[src/rtl/id_ex_pkg.sv]
// id_ex_pkg
//   Shared types and constants for the ID/EX issue register slice.
//   - ctrl_t / CTRL_*_OFS : layout of the opaque 24-bit control bundle that
//     travels from the main decoder to the execute stage.
//   - BUBBLE_CTRL         : control bundle of a bubble (all zeros = no-op).
//   - sb_entry_t          : one load-use scoreboard entry {vld, rd}.
//   - LOAD_LAT_MAX        : largest supported load latency.
//   - make_entry()        : builds a scoreboard entry from slot contents.
package id_ex_pkg;

  localparam int LOAD_LAT_MAX = 4;

  // Scoreboard entries hold register labels up to this width; narrower
  // labels are zero-extended before comparison.
  localparam int RA_W_MAX = 8;

  // Bit offsets (LSB) of each field within the control bundle.
  localparam int CTRL_STORE_OFS  = 0;
  localparam int CTRL_JUMP_OFS   = 1;
  localparam int CTRL_BRANCH_OFS = 2;
  localparam int CTRL_EX_OP_OFS  = 3;
  localparam int CTRL_FUNCT7_OFS = 5;
  localparam int CTRL_FUNCT5_OFS = 12;
  localparam int CTRL_FUNCT3_OFS = 17;
  localparam int CTRL_WB_SEL_OFS = 20;
  localparam int CTRL_OP_SEL_OFS = 22;
  localparam int CTRL_W_DEF      = 24;

  typedef struct packed {
    logic [1:0] op_sel;
    logic [1:0] wb_sel;
    logic [2:0] funct3;
    logic [4:0] funct5;
    logic [6:0] funct7;
    logic [1:0] ex_op;
    logic       branch;
    logic       jump;
    logic       store;
  } ctrl_t;

  localparam ctrl_t BUBBLE_CTRL = '0;

  typedef struct packed {
    logic                vld;
    logic [RA_W_MAX-1:0] rd;
  } sb_entry_t;

  // Only a real load that writes a non-zero register can create a hazard,
  // so x0 and non-writing loads never mark the entry valid.
  function automatic sb_entry_t make_entry(input logic                valid,
                                           input logic                is_load,
                                           input logic                rd_wen,
                                           input logic [RA_W_MAX-1:0] rd);
    sb_entry_t e;
    e.vld = valid & is_load & rd_wen & (rd != '0);
    e.rd  = rd;
    return e;
  endfunction

endpackage

[src/rtl/id_ex_issue_reg_load_use_scoreboard.sv]
// load_use_scoreboard
//   Tracks loads that have left the EX slot but whose data is still not
//   available, and flags a hazard when the instruction in decode reads one
//   of them (or the load currently sitting in the EX slot).
//   Ports:
//     clk_i, rst_i        clock, async active-high reset
//     shift_i             advance the shift register one stage
//     shift_in_i          entry entering sb[0] on a shift
//     ex_entry_i          entry describing the current EX slot
//     src_valid_i         decode-side instruction present
//     rs1/rs2_label_i     source labels, rs1/rs2_used_i source actually read
//     hazard_o            load-use hazard against any entry in the window
module load_use_scoreboard
  import id_ex_pkg::*;
#(
  parameter int RA_W     = 5,
  parameter int LOAD_LAT = 1
) (
  input  logic            clk_i,
  input  logic            rst_i,
  input  logic            shift_i,
  input  sb_entry_t       shift_in_i,
  input  sb_entry_t       ex_entry_i,
  input  logic            src_valid_i,
  input  logic [RA_W-1:0] rs1_label_i,
  input  logic [RA_W-1:0] rs2_label_i,
  input  logic            rs1_used_i,
  input  logic            rs2_used_i,
  output logic            hazard_o
);

  // window[0] is the EX slot, window[k+1] is sb[k].
  sb_entry_t window [LOAD_LAT];

  logic [RA_W_MAX-1:0] rs1_ext;
  logic [RA_W_MAX-1:0] rs2_ext;
  logic                hit;

  assign window[0] = ex_entry_i;
  assign rs1_ext   = RA_W_MAX'(rs1_label_i);
  assign rs2_ext   = RA_W_MAX'(rs2_label_i);

  generate
    if (LOAD_LAT > 1) begin : g_sb
      sb_entry_t sb [LOAD_LAT-1];

      // Shift register of in-flight loads; frozen whenever the pipe does
      // not advance so a stall never lets a load age out early.
      always_ff @(posedge clk_i or posedge rst_i) begin
        if (rst_i) begin
          sb <= '{default: '0};
        end else if (shift_i) begin
          sb[0] <= shift_in_i;
          for (int k = 1; k < LOAD_LAT - 1; k++) begin
            sb[k] <= sb[k-1];
          end
        end
      end

      for (genvar k = 0; k < LOAD_LAT - 1; k++) begin : g_win
        assign window[k+1] = sb[k];
      end
    end else begin : g_no_sb
      logic unused_sb;
      assign unused_sb = ^{clk_i, rst_i, shift_i, shift_in_i};
    end
  endgenerate

  // Compare both used sources against every valid entry in the window.
  always_comb begin
    hit = 1'b0;
    for (int k = 0; k < LOAD_LAT; k++) begin
      if (window[k].vld &&
          ((rs1_used_i && (rs1_ext == window[k].rd)) ||
           (rs2_used_i && (rs2_ext == window[k].rd)))) begin
        hit = 1'b1;
      end
    end
  end

  assign hazard_o = src_valid_i & hit;

endmodule

[src/rtl/id_ex_issue_reg.sv]
// id_ex_issue_reg
//   ID/EX pipeline register with an in-place load-use scoreboard. Captures a
//   decoded instruction when execute can advance and no load-use hazard is
//   present; otherwise inserts a bubble or holds.
//   Edge priority: reset > flush > hold (no advance) > capture > bubble.
//   Ports:
//     clk_i, rst_i            clock, async active-high reset
//     flush_i, busywait_i     kill EX slot / memory stall (freeze)
//     in_valid_i, in_ready_o  decode-side handshake
//     in_*                    decoded instruction fields
//     out_valid_o, out_ready_i execute-side handshake
//     out_*                   registered instruction fields
//     load_stall_o            load-use hazard this cycle
//     stall_cnt_o, bubble_cnt_o performance counters
//   Optional: define ID_EX_PERF_CNT_EN to build saturating counters;
//   otherwise both counter ports read 0.
module id_ex_issue_reg
  import id_ex_pkg::*;
#(
  parameter int XLEN     = 32,
  parameter int PC_W     = 30,
  parameter int RA_W     = 5,
  parameter int CTRL_W   = 24,
  parameter int LOAD_LAT = 1
) (
  input  logic              clk_i,
  input  logic              rst_i,
  input  logic              flush_i,
  input  logic              busywait_i,
  input  logic              in_valid_i,
  output logic              in_ready_o,
  input  logic [PC_W-1:0]   in_pc_i,
  input  logic [RA_W-1:0]   in_rs1_label_i,
  input  logic [RA_W-1:0]   in_rs2_label_i,
  input  logic [RA_W-1:0]   in_rd_label_i,
  input  logic              in_rs1_used_i,
  input  logic              in_rs2_used_i,
  input  logic              in_rd_wen_i,
  input  logic              in_is_load_i,
  input  logic [XLEN-1:0]   in_rs1_value_i,
  input  logic [XLEN-1:0]   in_rs2_value_i,
  input  logic [XLEN-1:0]   in_imm_i,
  input  logic [CTRL_W-1:0] in_ctrl_i,
  output logic              out_valid_o,
  input  logic              out_ready_i,
  output logic [PC_W-1:0]   out_pc_o,
  output logic [RA_W-1:0]   out_rs1_label_o,
  output logic [RA_W-1:0]   out_rs2_label_o,
  output logic [RA_W-1:0]   out_rd_label_o,
  output logic              out_rd_wen_o,
  output logic              out_is_load_o,
  output logic [XLEN-1:0]   out_rs1_value_o,
  output logic [XLEN-1:0]   out_rs2_value_o,
  output logic [XLEN-1:0]   out_imm_o,
  output logic [CTRL_W-1:0] out_ctrl_o,
  output logic              load_stall_o,
  output logic [31:0]       stall_cnt_o,
  output logic [31:0]       bubble_cnt_o
);

  typedef struct packed {
    logic              valid;
    logic [PC_W-1:0]   pc;
    logic [RA_W-1:0]   rs1;
    logic [RA_W-1:0]   rs2;
    logic [RA_W-1:0]   rd;
    logic              rd_wen;
    logic              is_load;
    logic [XLEN-1:0]   rs1_val;
    logic [XLEN-1:0]   rs2_val;
    logic [XLEN-1:0]   imm;
    logic [CTRL_W-1:0] ctrl;
  } slot_t;

  slot_t     slot_q;
  slot_t     slot_in;
  slot_t     bubble;
  logic      adv;
  logic      hazard;
  logic      capture;
  sb_entry_t ex_entry;
  sb_entry_t sb_shift_in;

  assign adv     = out_ready_i & ~busywait_i;
  assign capture = in_valid_i & adv & ~hazard & ~flush_i;

  // A flushed slot is killed, so its load must not enter the scoreboard.
  assign ex_entry    = make_entry(slot_q.valid, slot_q.is_load, slot_q.rd_wen,
                                  RA_W_MAX'(slot_q.rd));
  assign sb_shift_in = flush_i ? '0 : ex_entry;

  load_use_scoreboard #(
    .RA_W     (RA_W),
    .LOAD_LAT (LOAD_LAT)
  ) u_sb (
    .clk_i       (clk_i),
    .rst_i       (rst_i),
    .shift_i     (adv),
    .shift_in_i  (sb_shift_in),
    .ex_entry_i  (ex_entry),
    .src_valid_i (in_valid_i),
    .rs1_label_i (in_rs1_label_i),
    .rs2_label_i (in_rs2_label_i),
    .rs1_used_i  (in_rs1_used_i),
    .rs2_used_i  (in_rs2_used_i),
    .hazard_o    (hazard)
  );

  assign load_stall_o = hazard;
  assign in_ready_o   = adv & ~hazard & ~flush_i;

  // A bubble is an all-zero slot carrying the no-op control bundle.
  always_comb begin
    bubble      = '0;
    bubble.ctrl = CTRL_W'(BUBBLE_CTRL);
  end

  assign slot_in = '{valid:   1'b1,
                     pc:      in_pc_i,
                     rs1:     in_rs1_label_i,
                     rs2:     in_rs2_label_i,
                     rd:      in_rd_label_i,
                     rd_wen:  in_rd_wen_i,
                     is_load: in_is_load_i,
                     rs1_val: in_rs1_value_i,
                     rs2_val: in_rs2_value_i,
                     imm:     in_imm_i,
                     ctrl:    in_ctrl_i};

  // EX slot: flush beats busywait, then a stalled pipe holds, otherwise
  // either the decoded instruction or a bubble is loaded.
  always_ff @(posedge clk_i or posedge rst_i) begin
    if (rst_i) begin
      slot_q <= '0;
    end else if (flush_i) begin
      slot_q <= bubble;
    end else if (adv) begin
      slot_q <= capture ? slot_in : bubble;
    end
  end

  assign out_valid_o     = slot_q.valid;
  assign out_pc_o        = slot_q.pc;
  assign out_rs1_label_o = slot_q.rs1;
  assign out_rs2_label_o = slot_q.rs2;
  assign out_rd_label_o  = slot_q.rd;
  assign out_rd_wen_o    = slot_q.rd_wen;
  assign out_is_load_o   = slot_q.is_load;
  assign out_rs1_value_o = slot_q.rs1_val;
  assign out_rs2_value_o = slot_q.rs2_val;
  assign out_imm_o       = slot_q.imm;
  assign out_ctrl_o      = slot_q.ctrl;

`ifdef ID_EX_PERF_CNT_EN
  logic [31:0] stall_cnt_q;
  logic [31:0] bubble_cnt_q;
  logic        stall_evt;
  logic        bubble_evt;

  // A flushed cycle is not a stall even if a hazard is also present.
  assign stall_evt  = hazard & adv & ~flush_i;
  assign bubble_evt = flush_i | (adv & ~capture);

  // Saturating event counters.
  always_ff @(posedge clk_i or posedge rst_i) begin
    if (rst_i) begin
      stall_cnt_q  <= '0;
      bubble_cnt_q <= '0;
    end else begin
      if (stall_evt && (stall_cnt_q != '1)) begin
        stall_cnt_q <= stall_cnt_q + 32'd1;
      end
      if (bubble_evt && (bubble_cnt_q != '1)) begin
        bubble_cnt_q <= bubble_cnt_q + 32'd1;
      end
    end
  end

  assign stall_cnt_o  = stall_cnt_q;
  assign bubble_cnt_o = bubble_cnt_q;
`else
  assign stall_cnt_o  = '0;
  assign bubble_cnt_o = '0;
`endif

endmodule

[config.mk]
export PLATFORM = sky130hd
export DESIGN_NAME = id_ex_issue_reg
export DESIGN_NICKNAME = d
export VERILOG_FILES = /design/src/rtl/id_ex_pkg.sv /design/src/rtl/id_ex_issue_reg_load_use_scoreboard.sv /design/src/rtl/id_ex_issue_reg.sv
export SDC_FILE = /design/constraint.sdc
export NUM_CORES = 1
export LEC_CHECK = 0
export ABC_CLOCK_PERIOD_IN_PS = 8050
export CAP_MARGIN = 10
export CORE_AREA = 2 2 158 160
export DETAILED_ROUTE_END_ITERATION = 8
export DIE_AREA = 0 0 160 162
export MAX_ROUTING_LAYER = met4
export PLACE_DENSITY_LB_ADDON = 0.12
export SYNTH_ARGS = -nofsm -noshare
export SYNTH_HDL_FRONTEND = slang
export SYNTH_SLANG_ARGS = --single-unit
[constraint.sdc]
create_clock -name clk_i -period 8.05 [get_ports clk_i]
set_clock_uncertainty 0.2 [all_clocks]
set_input_delay 1.61 -clock clk_i [delete_from_list [all_inputs] [get_ports clk_i]]
set_output_delay 1.61 -clock clk_i [all_outputs]
set_load 0.1 [all_outputs]
# Yosys cells after proc, flatten, opt, wreduce, memory -nomap -nowiden
# Index checks and enable logic that the tools add are counted.
# Widths: inputs -> output; s select.
[word_totals]
reg_bits = 168
wordCells = 36
in_bits = 175
[classes]
n_reduce_logical = 6
n_mux = 4
n_eq_ne = 2
n_bitwise = 13
[op_table]
columns = ["operator", "n"]
rows = [
  ["$mux 168", 3],
  ["$and 1x1->1", 10],
  ["$eq 5x5->1", 2],
  ["$reduce_bool 5->1", 1],
  ["$logic_and 1x1->1", 3],
  ["$not 1->1", 3],
  ["$reduce_bool 2->1", 1],
  ["$logic_or 1x1->1", 1],
  ["$mux 1", 1],
]

# Logic depth before layout (Yosys ltp)
[depth]
word_depth = 12
ltp_mapped = 7

# Modules after synthesis
# A second synthesis with hierarchy kept.
[hier_totals]
hier_cells = 478
hier_area_um2 = 6623.9
[modules_own_cells]
columns = ["mod", "seq_area_each_um2", "area_each_um2", "cells_each", "instances"]
rows = [
  ["id_ex_issue_reg", 4204.0, 6476.2, 459, 1],
  ["load_use_scoreboard", 0.0, 147.6, 19, 1],
]

# Least setup slack after synthesis
# Ideal clock, no wire load.
[synth_timing]
path_type = "input to output"
start = "in in_rs2_label_i[4]"
end = "out load_stall_o"
t_required_ns = 6.240
t_arrival_ns = 3.780
slack_ns = 2.460
path_stages = 5
path_cell_list = "xor2_1 -> nor4_1 -> a32oi_1 -> clkbuf_1 -> nor2_1"
[synth_via]
elab_chain_cells = 6
[synth_lines]
columns = ["item", "line_no", "source"]
rows = [
  ["start, declared", "id_ex_issue_reg.sv:34", "input logic [RA_W-1:0] in_rs2_label_i,"],
  ["$eq 5x5->1", "id_ex_issue_reg_load_use_scoreboard.sv:75", "(rs2_used_i && (rs2_ext == window[k].rd)))) begin"],
  ["$logic_and 1x1->1", "id_ex_issue_reg_load_use_scoreboard.sv:75", ""],
  ["$logic_or 1x1->1", "id_ex_issue_reg_load_use_scoreboard.sv:74", "((rs1_used_i && (rs1_ext == window[k].rd)) ||"],
  ["$logic_and 1x1->1", "id_ex_issue_reg_load_use_scoreboard.sv:73", "if (window[k].vld &&"],
  ["$mux 1", "id_ex_issue_reg_load_use_scoreboard.sv:73", ""],
  ["$and 1x1->1", "id_ex_issue_reg_load_use_scoreboard.sv:81", "assign hazard_o = src_valid_i & hit;"],
  ["end, declared", "id_ex_issue_reg.sv:56", "output logic load_stall_o,"],
]
# Every way passes these cells.

# Worst setup path in the final report
# Same ends and word-level chain as after synthesis.

==> metrics.yaml <==
setup_path:
  worstPathMaxFanout: 15
  cp.required_ns: 6.24
  crit_arrival_ns: 4.63
  critPathLaunchType: "input port"
  critPathKind: "in -> out"
  crit_path_end_kind: "primary output"
clock_tree:
  hold_buffers: 0
  cts_root_buf: "clkbuf_16"
  cts_buffer_depth: 2
  cts_tree: "built"
  clock_sinks: 168
  post_cts_buffers: 0
  clk_latency_ns: 0.41
  ctsResizeCount: 0
  numCtsBuffers: 17
  htreeDepth: 4
  path_clk_slew_ns: 0.07
synthesis:
  synthesis.area_um2: 9020
  async_flop_share: 1.00
  ys_seq_elements: 168
  synthFlopType: "dfrtp_1"
  synth_seq_area_share: 0.466
  synthCells: 850
  synth_cell_types: 23
  synth-edff-count: 0
  yosysWarnings: 0
  avgSynthCellArea_um2: 10.6
power:
  vdd_drop_max_mv: 0.116
  power_density_nw_per_um2: 196
  p_leak_nw: 7.49
  power.switching_mw: 1.03
  p_comb_frac: 0.329
  power.internal_mw: 1.52
  seqPwrFrac: 0.361
  swShare: 0.403
  clkPwrFrac: 0.310
placed_design:
  pre_cts_slack_ns: 1.58
  io_buffers: 344
  dpl.hpwl_um: 18500
  placed_cells: 1438
  place.gp.congestion: 0.771
run:
  maxCapViolCount: 0
timing:
  clock.fmax_mhz: 155
  whs_ns: 0.378
  setup_ws_ns: 1.61
  finalSetupViolations: 0
  period_share: 0.800
  final.setup.tns_ns: 0
  fin_crit_ns: 6.44
  maxSlewViolCount: 0
  rsz0062_at_grt: "no"
  tightest_slew_ns: 1.11
  finalHoldViolCount: 0
  max_slew_margin: 0.259
routing:
  drt-pass1-iter-count: 4
  post_drt_wl_per_cell_um: 20.3
  drt_wl_total_um: 29900
  drt_iter0_markers: 624
  vias: 7814
  ant_nets: 0
  vias_per_cell: 5.30
  drc: 0
floorplan:
  core_um2: 24100
  die_h_um: 162
  ios: 409
  initial_core_util: 0.374
  rows: 57
  die_x_um: 160
  die-area_um2: 25900
final_layout:
  final_common_cell: "clkdlybuf4s50_1"
  final_util: 0.538
  drive_gt1_frac: 0.0436
  nNetsFinal: 1308
  post_layout_nonfiller_instances: 1474
  syn_to_final_growth_pct: 43.7
  layout_common_cells: "clkdlybuf4s50_1 (343), dfrtp_1 (168), and3_1 (167), a22o_1 (167), a21o_1 (167)"
global_routing:
  overflow: 0
  grt_pass1_wl_um: 45700
  antenna_found_initial: 4
  grt_max_degree: 169
  grt_usage: 0.230
  grt_pass1_vias: 7675
min_path:
  min_path_type: "reg -> reg"
status:
  status: "complete, no violations"
==> stage by stage <==
step	area, um2	total power, mW
after floorplan	9260	1.56
after global placement	12400	1.78
after detailed placement	12400	1.78
after CTS	13000	2.58
after global routing	13000	2.64
final	13000	2.55
==> cell usage after synthesis (2+ instances only) <==
cell      number  area, um2
buf_2         28        140
a21o_1       167       1250
clkbuf_1      62        233
a22o_1       167       1460
buf_4         65        488
xor2_1         8       70.1
inv_1          2       7.51
dfrtp_1      168       4200
xnor2_1        2       17.5
and3_1       167       1040
nor4_1         2       12.5
==> power by group through the flow <==
| stage | Clock (mW) | Combinational, mW | Sequential (mW) |
|---|---|---|---|
| floorplan | 0 | 0.289 | 1.27 |
| global placement | 0 | 0.842 | 0.933 |
| detailed placement | 0 | 0.841 | 0.934 |
| CTS | 0.816 | 0.843 | 0.919 |
| global route | 0.849 | 0.868 | 0.924 |
| finish | 0.790 | 0.839 | 0.918 |
==> metal layers <==
layer / vias to the layer above / wire length (um) / track usage
met5: - / 0 / -
met4: 0 / 649 / 0.0762
met3: 37 / 2500 / 0.0735
met2: 321 / 13800 / 0.342
met1: 3831 / 13000 / 0.297
li1: 3625 / - / -
==> final timing paths <==
check                                        from                  end  slack (ns)  depth (start not counted)
worst max register to register  out_rd_label_o[1]          out_valid_o        4.07                          6
worst max-delay path            in_rs2_label_i[4]         load_stall_o        1.61                          7
worst min-delay path               out_ctrl_o[11]       out_ctrl_o[11]        0.38                          2
max in group asynchronous                   rst_i       out_ctrl_o[16]        4.80                          3
worst min register to register     out_ctrl_o[11]       out_ctrl_o[11]        0.38                          2
min in group asynchronous                   rst_i  out_rs2_value_o[11]        1.50                          2
==> worst max-delay path, stage by stage <==
cell	delay [ns]
clkdlybuf4s50_1	0.46
xor2_1	0.18
nor4_1	0.51
a32oi_4	0.32
buf_4	0.28
nor2_1	0.12
clkdlybuf4s50_1	1.14
==> area by class of cell <==
cell class                      count  area (um2)
Fill cell                        2237       11100
Multi-Input combinational cell    588        4230
Sequential cell                   168        4200
Timing Repair Buffer              356        3540
Clock buffer                       19         443
Tap cell                          324         405
Clock inverter                     13         115
Inverter                            2        12.5
Antenna cell                        4        10.0
==> state kept, by name, indices dropped and copies added, names as in the netlist <==
register	flops
out_rd_wen_o	1
out_rs1_label_o	5
out_is_load_o	1
out_rs2_label_o	5
out_pc_o	30
out_rs2_value_o	32
out_imm_o	32
out_valid_o	1
out_rd_label_o	5
out_rs1_value_o	32
out_ctrl_o	24
==> cell families after synthesis <==
group	Yosys count	synth area share
flops	168	0.466
compound gates	340	0.306
xor+xnor	10	0.00971
buf+inv	157	0.0962
simple gates	174	0.121
other cells	1	0.000416
Note: power is estimated with default switching activity, not from simulation.
